**src/rtl/joy_scan_ctrl.sv**
```systemverilog
`timescale 1ns/1ps
// -----------------------------------------------------------------------------
// joy_scan_ctrl
//
// Scans two 8-button joysticks behind a 16-bit 74HC165 shift-register chain.
// A scan loads the chain (joy_load_o low), clocks 16 bits out of it and then
// publishes the two player bytes together with a one-cycle frame strobe.
//
// Parameters
//   DIV    clk_i cycles per half bit period (1..255)
//   NBITS  serial bits per scan (16: 8 for player 1, then 8 for player 2)
//
// Ports
//   clk_i        in   system clock
//   rst_n_i      in   asynchronous active-low reset
//   auto_i       in   1 = rescan continuously
//   start_i      in   single-scan request (ignored while a scan runs)
//   joy_data_i   in   serial data from the chain
//   joy_clk_o    out  shift clock to the chain
//   joy_load_o   out  parallel load to the chain, active-low
//   joy1_o       out  player 1 {start,fire3,fire2,fire1,right,left,down,up}, active-low
//   joy2_o       out  player 2, same layout
//   frame_vld_o  out  one-cycle strobe when a scan completes
//   busy_o       out  high while loading or shifting
//   frame_cnt_o  out  completed scans, modulo 256
//
// Build option
//   JOY_SCAN_DEBOUNCE_EN  when defined, joy1_o/joy2_o only change once two
//                         consecutive raw frames agree.
// -----------------------------------------------------------------------------
module joy_scan_ctrl #(
    parameter int unsigned DIV   = 8,
    parameter int unsigned NBITS = 16
) (
    input  logic       clk_i,
    input  logic       rst_n_i,
    input  logic       auto_i,
    input  logic       start_i,
    input  logic       joy_data_i,
    output logic       joy_clk_o,
    output logic       joy_load_o,
    output logic [7:0] joy1_o,
    output logic [7:0] joy2_o,
    output logic       frame_vld_o,
    output logic       busy_o,
    output logic [7:0] frame_cnt_o
);

    typedef enum logic [1:0] {
        ST_IDLE,
        ST_LOAD,
        ST_SHIFT,
        ST_DONE
    } state_t;

    // One bit period (and the whole LOAD phase) is 2*DIV cycles; the chain
    // clock is low for the first DIV of them and high for the rest.
    localparam logic [8:0] C_PERIOD_LAST = 9'(2 * DIV - 1);
    localparam logic [8:0] C_HALF        = 9'(DIV);
    localparam logic [8:0] C_SAMPLE      = 9'(DIV - 1);
    localparam logic [3:0] C_LAST_BIT    = 4'(NBITS - 1);

    state_t      r_state;
    state_t      w_state_nxt;
    logic [8:0]  r_div_cnt;
    logic [3:0]  r_bit_cnt;
    logic [15:0] r_shift;
    logic        w_period_end;
    logic        w_sample;
    logic        w_active;

`ifdef JOY_SCAN_DEBOUNCE_EN
    logic [15:0] r_prev;
`endif

    assign w_active     = (r_state == ST_LOAD) || (r_state == ST_SHIFT);
    assign w_period_end = (r_div_cnt == C_PERIOD_LAST);
    // Data is taken on the last low cycle, while the chain output is still
    // settled from the previous rising edge.
    assign w_sample     = (r_state == ST_SHIFT) && (r_div_cnt == C_SAMPLE);

    // NOTE: every state register is assigned with <= so all flops update
    // together on the edge regardless of statement order.
    always_ff @(posedge clk_i or negedge rst_n_i) begin
        if (!rst_n_i) begin
            r_state <= ST_IDLE;
        end else begin
            r_state <= w_state_nxt;
        end
    end

    // NOTE: every output of this block gets a default before the case, so no
    // path leaves a signal unassigned and no latch is inferred.
    always_comb begin
        w_state_nxt = r_state;
        joy_load_o  = 1'b1;
        joy_clk_o   = 1'b0;
        busy_o      = 1'b0;
        frame_vld_o = 1'b0;
        case (r_state)
            ST_IDLE: begin
                // start_i and auto_i together are still a single request.
                if (start_i || auto_i) begin
                    w_state_nxt = ST_LOAD;
                end
            end
            ST_LOAD: begin
                joy_load_o = 1'b0;
                busy_o     = 1'b1;
                if (w_period_end) begin
                    w_state_nxt = ST_SHIFT;
                end
            end
            ST_SHIFT: begin
                busy_o    = 1'b1;
                joy_clk_o = (r_div_cnt >= C_HALF);
                if (w_period_end && (r_bit_cnt == C_LAST_BIT)) begin
                    w_state_nxt = ST_DONE;
                end
            end
            ST_DONE: begin
                frame_vld_o = 1'b1;
                w_state_nxt = auto_i ? ST_LOAD : ST_IDLE;
            end
            default: begin
                w_state_nxt = ST_IDLE;
            end
        endcase
    end

    // Divider and bit counters. The divider restarts on every state entry and
    // at every bit-period boundary, so bit periods cannot drift.
    always_ff @(posedge clk_i or negedge rst_n_i) begin
        if (!rst_n_i) begin
            r_div_cnt <= '0;
            r_bit_cnt <= '0;
        end else begin
            if (!w_active || (w_state_nxt != r_state) || w_period_end) begin
                r_div_cnt <= '0;
            end else begin
                r_div_cnt <= r_div_cnt + 9'd1;
            end

            if (r_state != ST_SHIFT) begin
                r_bit_cnt <= '0;
            end else if (w_period_end) begin
                r_bit_cnt <= r_bit_cnt + 4'd1;
            end
        end
    end

    // Shift buffer and published outputs. Bits enter at the LSB, so the first
    // bit received ends up in r_shift[15], i.e. joy1_o[7].
    always_ff @(posedge clk_i or negedge rst_n_i) begin
        if (!rst_n_i) begin
            r_shift     <= 16'hFFFF;
            joy1_o      <= 8'hFF;
            joy2_o      <= 8'hFF;
            frame_cnt_o <= 8'h00;
`ifdef JOY_SCAN_DEBOUNCE_EN
            r_prev      <= 16'hFFFF;
`endif
        end else begin
            if (w_sample) begin
                r_shift <= {r_shift[14:0], joy_data_i};
            end

            if (r_state == ST_DONE) begin
                frame_cnt_o <= frame_cnt_o + 8'd1;
`ifdef JOY_SCAN_DEBOUNCE_EN
                // Publish only a frame that matches the previous raw frame.
                if (r_shift == r_prev) begin
                    {joy1_o, joy2_o} <= r_shift;
                end
                r_prev <= r_shift;
`else
                {joy1_o, joy2_o} <= r_shift;
`endif
            end
        end
    end

endmodule

```
**config.mk**
```make
export PLATFORM = sky130hd
export DESIGN_NAME = joy_scan_ctrl
export DESIGN_NICKNAME = d
export VERILOG_FILES = /design/src/rtl/joy_scan_ctrl.sv
export SDC_FILE = /design/constraint.sdc
export NUM_CORES = 1
export LEC_CHECK = 0
export ABC_AREA = 1
export CORE_ASPECT_RATIO = 0.8
export CORE_MARGIN = 2
export CORE_UTILIZATION = 55
export CTS_CLUSTER_SIZE = 20
export DETAILED_ROUTE_END_ITERATION = 10
export HOLD_SLACK_MARGIN = 0.1
export PLACE_DENSITY = 0.78
export SYNTH_ARGS = -nofsm -noshare
export SYNTH_HDL_FRONTEND = slang
export SYNTH_SLANG_ARGS = --single-unit
```
**constraint.sdc**
```tcl
create_clock -name clk_i -period 4.3 [get_ports clk_i]
set_input_delay 0.645 -clock clk_i [delete_from_list [all_inputs] [get_ports clk_i]]
set_output_delay 0.645 -clock clk_i [all_outputs]
set_load 0.005 [all_outputs]
```
**Yosys cells after proc, flatten, opt, wreduce, memory -nomap -nowiden**

Index checks and enable logic that the tools add are counted.
Widths: inputs -> output; s select.

- Equality and inequality tests: 8
- Reduce and logical (&&, ||, !) cells: 10
- Multiplexer cells: 12
- Add/sub/neg operators: 3
- Magnitude comparators: 1

Operator list:

| operator | number |
|---|---|
| $add 9x1->9 const B | 1 |
| $eq 9x3->1 const B | 1 |
| $eq 9x4->1 const B | 1 |
| $ge 9x4->1 const B | 1 |
| $mux 9 | 1 |
| $add 8x1->8 const B | 1 |
| $mux 4 | 2 |
| $pmux 2 s4 | 1 |
| $mux 2 | 3 |
| $mux 1 | 5 |
| $add 4x1->4 const B | 1 |
| $eq 2x2->1 const B | 2 |
| $eq 4x4->1 const B | 1 |
| $logic_or 1x1->1 | 4 |
| $eq 2x1->1 const B | 1 |
| $logic_and 1x1->1 | 2 |
| $logic_not 2->1 | 1 |
| $ne 2x2->1 | 1 |
| $ne 2x2->1 const B | 1 |
| $reduce_bool 2->1 | 1 |
| $reduce_or 2->1 | 1 |
| $logic_not 1->1 | 1 |

- Logic and storage cells: 41
- Output and inout port bits: 28
- Register bits after elaboration: 55
- Bits of input ports: 5

**Longest topological paths before layout**

- Depth after elaboration: 8
- Mapped depth: 13

**Least setup slack after synthesis**

Ideal clock, no wire load.

- Path type: register -> register
- From: register r_state[0]
- To: register r_shift[10]
- Clock period less this slack: 1.768 ns
- Cell stages (with the launch flop): 9
- Setup time: 0.079 ns
- Required time: 4.221 ns
- Buffers on the path: 2
- Arrival time: 1.689 ns
- Slack: 2.532 ns
- Path through: dfrtp_1 > inv_1 > ha_1 > inv_1 > or4_4 > buf_6 > buf_6 > nor2_2 > a21oi_2

- Longest elaborated chain between the ends: 2

RTL lines:

| what | RTL line | RTL |
|---|---|---|
| start: declaration | 63 | `state_t r_state;` |
| start signal: assignment | 88 | `r_state <= w_state_nxt;` |
| $eq 2x2->1 | 80 | `assign w_sample = (r_state == ST_SHIFT) && (r_div_cnt == C_SAMPLE);` |
| $logic_and 1x1->1 | 80 |  |
| end signal: assignment | 165 | `r_shift <= {r_shift[14:0], joy_data_i};` |
| end: declaration | 67 | `logic [15:0] r_shift;` |

Every way passes these cells.
A chain may end at the register's enable or synchronous reset.

**Final worst setup path**

- From: register r_state[0]
- To: output port joy_clk_o

- Longest elaborated chain between the ends: 2

RTL lines:

| what | RTL line | RTL |
|---|---|---|
| $eq 2x2->1 | 100 | `case (r_state)` |
| $mux 1 | 100 |  |
| end: declaration | 40 | `output logic joy_clk_o,` |

Every way passes these cells.

==> run_results.csv <==
group,metric,value,unit
run_status,status,"complete, no violations",
power,power_frac_clock,39.2,%
global_routing,antenna_found_initial,0,
synthesis,yosys.area.top_type,"dfstp_2",
global_routing,grt_use_total,17.6,%
min_path,min_path_type,"in2async",
synthesis,syn_avg_cell_area,9.69,um^2
die,dieHeight,65.0,um
synthesis,ys_types,27,
run,maxCapViolCount,0,
clock_network,htreeDepth,2,
power,comb_power_share,1.9,%
clock_network,cts_setup_buffers,0,
critical_path,required,3.65,ns
layout,diodes,0,
critical_path,worstPathMaxFanout,6,
critical_path,worstSetupEndpoint,"joy_clk_o",
critical_path,critPathKind,"reg2out",
die,dieArea,5220,um^2
global_routing,grt_max_degree,36,
synthesis,synth_seq_cells,55,
route,avgRoutedWirePerCell,11.0,um
clock_network,clk_pin_slew,0.09,ns
layout,syn_to_final_growth,17.6,%
sta,tightest_slew,0.753,ns
die,initial_utilization,56.3,%
critical_path,cp-start-kind,"flip-flop",
route,drc,0,
sta,setup_viol,0,
clock_network,cts_sinks,55,
power,seqPwrFrac,59.0,%
route,vias,1699,
sta,rsz0062_at_grt,"no",
sta,finalCritPeriodShare,57.4,%
die,die_w,80.3,um
synthesis,netlist_instances,264,
synthesis,syn_nets,277,
global_routing,grt_pass1_vias,1599,
critical_path,r2r_slack,2.28,ns
synthesis,yosys-top-cells-area,"dfstp_2 (33%), dfrtp_1 (22%), nand2_1 (9.2%)",
clock_network,cts_tree,"built",
power,p_int,714,uW
route,drtPass1Iterations,4,
layout,drive_above_1_share,24.2,%
critical_path,cp_slowest_cell,"clkdlybuf4s50_1",
synthesis,yosys.area.top_type_share,32.9,%
route,drtAntennaViolNets,0,
critical_path,startpoint,"r_state[0]",
layout,seqCellArea,1420,um^2
place,hpwl,2830,um
critical_path,rr_startpoint,"r_state[0]",
sta,max_freq,405,MHz
critical_path,cp-end-kind,"output port",
die,rows,22,
synthesis,yosys_warnings,0,
sta,period_minus_slack,2.47,ns
critical_path,r2r.worst_path.cells,6,
clock_network,cts_resized,0,
critical_path,crit_path_frequent_cell,"inv_1",
power,p_sw_share,19.3,%
sta,maxSlewViolCount,0,
place,io_buffers,32,
sta,clock-skew-final,0.00673,ns
route,wl,3950,um
sta,hold_viol,0,
die,coreArea,4540,um^2
layout,final_common_cell,"nand2_1",
power,p_sw,171,uW
layout,multi_input_area,937,um^2
power,p_per_area,294,nW/um^2
power,max-vdd-ir-drop,0.217,mV
sta,finalSetupTns,0,ns
clock_network,cts-buffers-inserted,5,
critical_path,r2r_end,"r_shift[0]",
critical_path,critPathMaxStageDelay,0.49,ns
clock_network,clock_latency,0.30,ns
clock_network,clockBufferDepth,2,
place,gp_congestion,0.800,
layout,nFillCells,374,
critical_path,path_cells,"inv_1 > ha_1 > o21ai_0 > inv_1 > clkdlybuf4s50_1",
layout,nets,310,
route,drtIter0Drc,71,
critical_path,cp.arrival,1.82,ns
synthesis,syn_area,2560,um^2
clock_network,cts-root-buf,"clkbuf_8",
global_routing,overflow,0,
layout,final_cell_mix,"nand2_1 (63), inv_1 (34), dfstp_2 (32)",
power,leakage,1.32,nW
global_routing,grt_first_pass_wirelength,7110,um
clock_network,cts_hold_buf,0,
die,io_pins,33,
synthesis,seq_area_frac_synth,55.4,%
power,p_total,885,uW
sta,slew_headroom,49.8,%
route,vias_per_cell,4.75,
[sequential cells by signal, indices dropped and copies added (netlist names)]
signal       cells
r_bit_cnt        4
joy1_o           8
r_state          2
frame_cnt_o      8
joy2_o           8
r_div_cnt        9
r_shift         16
[worst max-delay path: cells and delay by family (launching register included)]
kind                     cells  cell delay (ns)
adder cells (fa/ha/maj)      1             0.27
buffers and inverters        3             0.70
AO/OA/AOI/OAI                1             0.13
flip-flops                   1             0.42
[metrics by stage]
stage	hold slack (ns)	instances	setup slack, ns	instance area [um^2]	utilization (%)
3_3_place_gp	0.451	350	2.18	2890	63.6
4_1_cts	0.421	358	1.81	3010	66.2
6_report	0.403	358	1.83	3010	66.2
2_1_floorplan	0.349	264	2.53	2560	-
3_5_place_dp	0.454	350	2.17	2890	63.6
5_1_grt	0.457	358	1.68	3010	66.2
[cell families (layout without fill, tap and decap cells)]
logic type,after synthesis,in the layout,synth area share (%)
xor+xnor,14,14,4.79
simple gates,107,107,18.4
compound gates,36,36,9.49
buf+inv,44,78,8.02
fa+ha+maj,8,8,3.91
flops,55,55,55.4
[cell usage after synthesis, drive strengths merged]
library cell / number
a21boi: 1
a21oi: 8
buf: 5
clkbuf: 2
clkinv: 1
dfrtp: 23
dfstp: 32
ha: 8
inv: 36
nand2: 66
nand3: 7
nand4: 1
nor2: 27
nor3: 5
o21ai: 27
or4: 1
xnor2: 4
xor2: 10
[power by group through the flow]
stage               Combinational [mW]  Clock (mW)  Sequential, mW
floorplan                      0.00299           0           0.530
global placement                0.0176           0           0.530
detailed placement              0.0176           0           0.530
CTS                             0.0174       0.357           0.522
global route                    0.0197       0.377           0.522
finish                          0.0166       0.346           0.522
[worst min path at each step]
stage / endpoint / cells after the start / startpoint / slack, ns
floorplan: frame_cnt_o[0] / 0 / rst_n_i / 0.35
global placement: joy2_o[7] / 2 / joy2_o[7] / 0.45
detailed placement: joy1_o[1] / 2 / joy1_o[1] / 0.45
CTS: r_bit_cnt[0] / 1 / rst_n_i / 0.42
global route: r_div_cnt[3] / 1 / rst_n_i / 0.46
finish: r_div_cnt[1] / 1 / rst_n_i / 0.40
[routing by layer]
layer	wire (um)	track usage [%]	up-vias
met5	0	0	-
met4	69	7.42	0
met3	110	4.18	7
met2	1730	27.6	23
met1	2040	23.7	788
li1	-	-	881
[layout make-up]
class	count	area share, %
clock buffers	6	2.75
clock inverters	2	1.16
inverters	37	4.62
multi-input cells	165	31.2
flip-flops and latches	55	47.1
well taps	60	2.50
repair buffers	33	10.7
Power figures use the tool's default switching activity.
